**config.mk**
```make
export PLATFORM = sky130hd
export DESIGN_NAME = clk_div_multi
export DESIGN_NICKNAME = d
export VERILOG_FILES = /design/src/rtl/clk_div_multi.sv
export SDC_FILE = /design/constraint.sdc
export NUM_CORES = 1
export LEC_CHECK = 0
export CORE_ASPECT_RATIO = 1.75
export CORE_UTILIZATION = 35
export CTS_CLUSTER_SIZE = 10
export DETAILED_ROUTE_END_ITERATION = 7
export GPL_ROUTABILITY_DRIVEN = 0
export HOLD_SLACK_MARGIN = 0.03
export PLACE_DENSITY = 0.47
export SLEW_MARGIN = 20
export SYNTH_ARGS = -nofsm -noshare
export SYNTH_HDL_FRONTEND = slang
export SYNTH_SLANG_ARGS = --single-unit
export TNS_END_PERCENT = 100
```
**constraint.sdc**
```tcl
create_clock -name i_clk -period 5.1 [get_ports i_clk]
set_clock_uncertainty 0.05 [all_clocks]
set_input_delay 1.02 -clock i_clk [delete_from_list [all_inputs] [get_ports i_clk]]
set_output_delay 1.02 -clock i_clk [all_outputs]
set_load 0.1 [all_outputs]
```
**src/rtl/clk_div_multi.sv**
```systemverilog
// Multi-channel programmable clock divider: exact 50% duty for odd and even N,
// per-channel enable, boundary-synchronous divisor update, tick strobe and global phase align.
module clk_div_multi #(
  parameter int CHANNELS    = 4,
  parameter int DIV_W       = 8,
  parameter int DEFAULT_DIV = 7,
  localparam int SEL_W      = (CHANNELS > 1) ? $clog2(CHANNELS) : 1
) (
  input  logic                i_clk,
  input  logic                i_rst,
  input  logic [CHANNELS-1:0] i_en,
  input  logic                i_div_wr,
  input  logic [SEL_W-1:0]    i_div_sel,
  input  logic [DIV_W-1:0]    i_div_data,
  output logic                o_div_ack,
  output logic                o_div_err,
  input  logic                i_sync,
  output logic [CHANNELS-1:0] o_clk,
  output logic [CHANNELS-1:0] o_tick
);

  localparam logic [DIV_W-1:0] DIV_RST = DIV_W'(DEFAULT_DIV);
  localparam logic [DIV_W-1:0] DIV_MIN = DIV_W'(2);
  localparam logic [DIV_W-1:0] ONE     = DIV_W'(1);
  localparam logic [SEL_W:0]   CH_LIM  = (SEL_W + 1)'(CHANNELS);

  logic wr_ok;

  assign wr_ok = i_div_wr && ({1'b0, i_div_sel} < CH_LIM) && (i_div_data >= DIV_MIN);

  always_ff @(posedge i_clk or posedge i_rst) begin
    if (i_rst) begin
      o_div_ack <= 1'b0;
      o_div_err <= 1'b0;
    end else begin
      o_div_ack <= wr_ok;
      o_div_err <= i_div_wr && !wr_ok;
    end
  end

  for (genvar k = 0; k < CHANNELS; k++) begin : g_ch
    logic [DIV_W-1:0] cnt, cnt_nxt;
    logic [DIV_W-1:0] div_act, div_shd, div_nxt;
    logic             pend, run, pos_hi, neg_hi, tick;
    logic             hit, boundary, apply;

    assign hit = wr_ok && (i_div_sel == SEL_W'(k));

    // A period boundary is the natural wrap, a sync pulse, or the first enabled edge.
    always_comb begin
      boundary = !run || i_sync || (cnt == (div_act - ONE));
      apply    = pend && (!i_en[k] || boundary);
      div_nxt  = apply ? div_shd : div_act;
      cnt_nxt  = (!i_en[k] || boundary) ? '0 : (cnt + ONE);
    end

    always_ff @(posedge i_clk or posedge i_rst) begin
      if (i_rst) begin
        cnt     <= '0;
        div_act <= DIV_RST;
        div_shd <= DIV_RST;
        pend    <= 1'b0;
        run     <= 1'b0;
        pos_hi  <= 1'b0;
        tick    <= 1'b0;
      end else begin
        run     <= i_en[k];
        cnt     <= cnt_nxt;
        div_act <= div_nxt;
        // floor(N/2) serves both parities; odd N gains its extra half cycle from neg_hi.
        pos_hi  <= i_en[k] && (cnt_nxt < (div_nxt >> 1));
        tick    <= i_en[k] && (cnt_nxt == '0);
        if (hit) begin
          div_shd <= i_div_data;
          pend    <= 1'b1;
        end else if (apply) begin
          pend    <= 1'b0;
        end
      end
    end

    // Half-cycle stretch, only active for odd divisors.
    always_ff @(negedge i_clk or posedge i_rst) begin
      if (i_rst) neg_hi <= 1'b0;
      else       neg_hi <= pos_hi & div_act[0];
    end

    assign o_clk[k]  = pos_hi | neg_hi;
    assign o_tick[k] = tick;
  end

endmodule

```
==> summary.txt <==
Clock network
  – Setup bufs post-CTS: 0
  – Clk root buf: clkbuf_16
  – Worst-Skew Late Latency: 0.41 ns
  – Max clock buf depth: 2
  – Clk sinks: 118
  – Clock slew at reported path FFs: 0.05 ns
  – CTS tree: yes
  – CTS-repair resized insts: 0
  – CTS Buf Count: 17
  – Hold-fix buffers, CTS: 0
  – H-tree depth: 4

STA
  – Worst hold margin: 0.418 ns
  – Slew Limit Fails: 0
  – Worst Tran Pin Value: 0.975 ns
  – Setup violators final: 0
  – Final setup TNS: 0 ns
  – Fin. Hold Viols: 0
  – RSZ-0062 raised after global routing: false
  – Slew HR: 34.8%

Synth
  – Post-Syn Area per Cell: 10.4 um2
  – Synthesized instance count: 637
  – Synthesized area: 6620 um2
  – Top cells by area, synth: dfrtp_1 (34%), dfstp_2 (9.5%), ha_1 (6.0%), mux2_2 (5.6%), xnor2_1 (4.4%)
  – Yosys cell types: 70
  – Async SR Flop Fraction: 100%
  – Main synth FF type: dfrtp_1
  – Synth warnings: 0
  – Post-synth top area cell: dfrtp_1
  – #FFs+latches synth: 118
  – Post-synth EDFFs: 0
  – Synthesized Nets: 687
  – Seq/Total Area, Yosys: 45.0%
  – Post-synth top area share: 34.0%

Flow run
  – Max Cap Viol: 0

Floorplanning
  – Die W: 106 um
  – Core Region: 18600 um2
  – # rows: 66
  – Die area: 19500 um2
  – Die Height: 184 um
  – Initial Util: 35.6%
  – Io pins: 28

Detailed routing
  – Vias per std cell: 5.14
  – Final antenna-violating net count: 0
  – DR WL/cell: 16.8 um
  – Initial DRC count: 122
  – Via count: 4699
  – WL final: 15400 um
  – Remaining DRCs: 0
  – DRT Pass-1 Iters: 4

Power and ir drop
  – Maximum vdd drop: 0.000233 V
  – PwrDens: 440 nW/um2
  – Power Total: 3.41 mW
  – Pleak: 3.44 nW

Worst setup path
  – CP Class: reg2out
  – Worst Path Required: 4.03 ns
  – CP top delay family: flip-flops
  – CP startpoint: g_ch[0].neg_hi
  – Startpoint Class: register
  – Max incr delay on CP: 0.32 ns
  – Slowest-stage cell, CP: dfrtn_1
  – Reg-to-reg critical path startpoint: g_ch[0].div_act[0]
  – Critical Path AT: 3.74 ns
  – Crit. End Element: primary output
  – Reg2reg setup slack: 0.67 ns
  – CP Cell Sequence: or2_2 > buf_12
  – WP buf/inv: 1
  – Critical path peak fanout: 1
  – Critical register-to-register path endpoint: g_ch[0].pos_hi
  – Reg2reg path depth: 16

Global routing
  – Vias in the first global route: 4872
  – GRT Total Usage: 17.3%
  – Initial antenna violation count: 0
  – Largest net degree at the start of global routing: 43
  – Total grt overflow: 0
  – First-pass GRT wire length: 25400 um

Cells and area
  – Final instance area: 7740 um2
  – FILL cells: 1816
  – Layout cells sized above 1: 17.3%
  – Antenna cell count: 0
  – Commonest non-fill, non-tap cell in the layout: dfrtp_1
  – Commonest cells after routing, fill and taps aside: dfrtp_1 (90), nor2_1 (59), inv_1 (43)
  – Area delta synth->final: 16.9%
  – Final net count: 714

Place
  – HPWL Detailed: 11800 um
  – DP Area: 7160 um2
  – IO buf count: 27

Min path
  – Worst Min Path Start: g_ch[0].div_shd[0]
  – Hold worst-path end: g_ch[0].div_act[0]
  – Hold WC Path Type: reg2reg
  – Hold depth: 2

Outcome
  – Status: finished clean
[flip-flops by register name, summed over array words and instances, names as in the netlist]
| signal | count |
|---|---|
| o_div_err | 1 |
| g_ch.pend | 4 |
| g_ch.tick | 4 |
| o_div_ack | 1 |
| g_ch.cnt | 32 |
| g_ch.div_shd | 32 |
| g_ch.neg_hi | 4 |
| g_ch.pos_hi | 4 |
| g_ch.div_act | 32 |
| g_ch.run | 4 |
[metal layers]
metal | wire [um] | track usage, %
met4 | 464 | 8.67
met2 | 8480 | 32.3
met3 | 230 | 2.52
met5 | 0 | 0
met1 | 6240 | 18.8
[report_power, final]
part           switching [mW]  internal, mW  total (mW)
combinational           0.488         0.406       0.894
sequential              0.194          1.14        1.34
clock                   0.424         0.753        1.18
[cells in the mapped netlist, drive strengths merged (13+ instances only)]
cell    number
ha          32
nor2        59
xor2        29
dfstp       24
mux2i       25
inv         45
and3        13
clkbuf      15
nand3       17
o21ai       24
xnor2       33
a21oi       13
mux2        43
nor3        14
a31oi       13
nand2       29
dfrtp       90
[worst min-delay path, cell delays in order (launching register included)]
cell and delay [ns]:
dfstp_2 0.36, nand2_1 0.05, o21ai_1 0.05
[kinds of logic (layout without fill, tap and decap cells)]
family / count (synthesis) / in the layout / share of synthesized area (%)
AND/OR/NAND/NOR: 188 / 188 / 14.8
adder cells (fa/ha/maj): 32 / 32 / 6.05
AO/OA/AOI/OAI: 97 / 97 / 10.1
XOR/XNOR: 62 / 62 / 8.20
multiplexers: 68 / 68 / 11.3
buffers and inverters: 72 / 112 / 4.52
flip-flops: 118 / 118 / 45.0
[worst max-delay path by stage]
stage,to,cells past startpoint
6_report,o_clk[0],2
5_1_grt,o_clk[3],2
4_1_cts,o_clk[0],2
3_5_place_dp,g_ch[0].pos_hi,16
2_1_floorplan,g_ch[0].neg_hi,1
3_3_place_gp,g_ch[0].pos_hi,16
[cell type report]
cell class | count | area, um2 | share of cell area, %
clock buffer | 23 | 478 | 6.17
clock inverter | 9 | 103 | 1.32
inverter | 45 | 173 | 2.23
multi-input combinational | 447 | 3340 | 43.1
sequential | 118 | 2980 | 38.5
tap | 238 | 298 | 3.84
timing repair buffer | 35 | 370 | 4.78
[per-stage QoR]
stage          utilization [%]  worst slack (ns)  instances
6_report                  41.7             0.295        915
3_3_place_gp              38.6             0.669        883
2_1_floorplan                -             0.160        637
3_5_place_dp              38.6             0.664        883
4_1_cts                   41.7             0.279        915
5_1_grt                   41.7             0.254        915
Power figures use the tool's default switching activity.
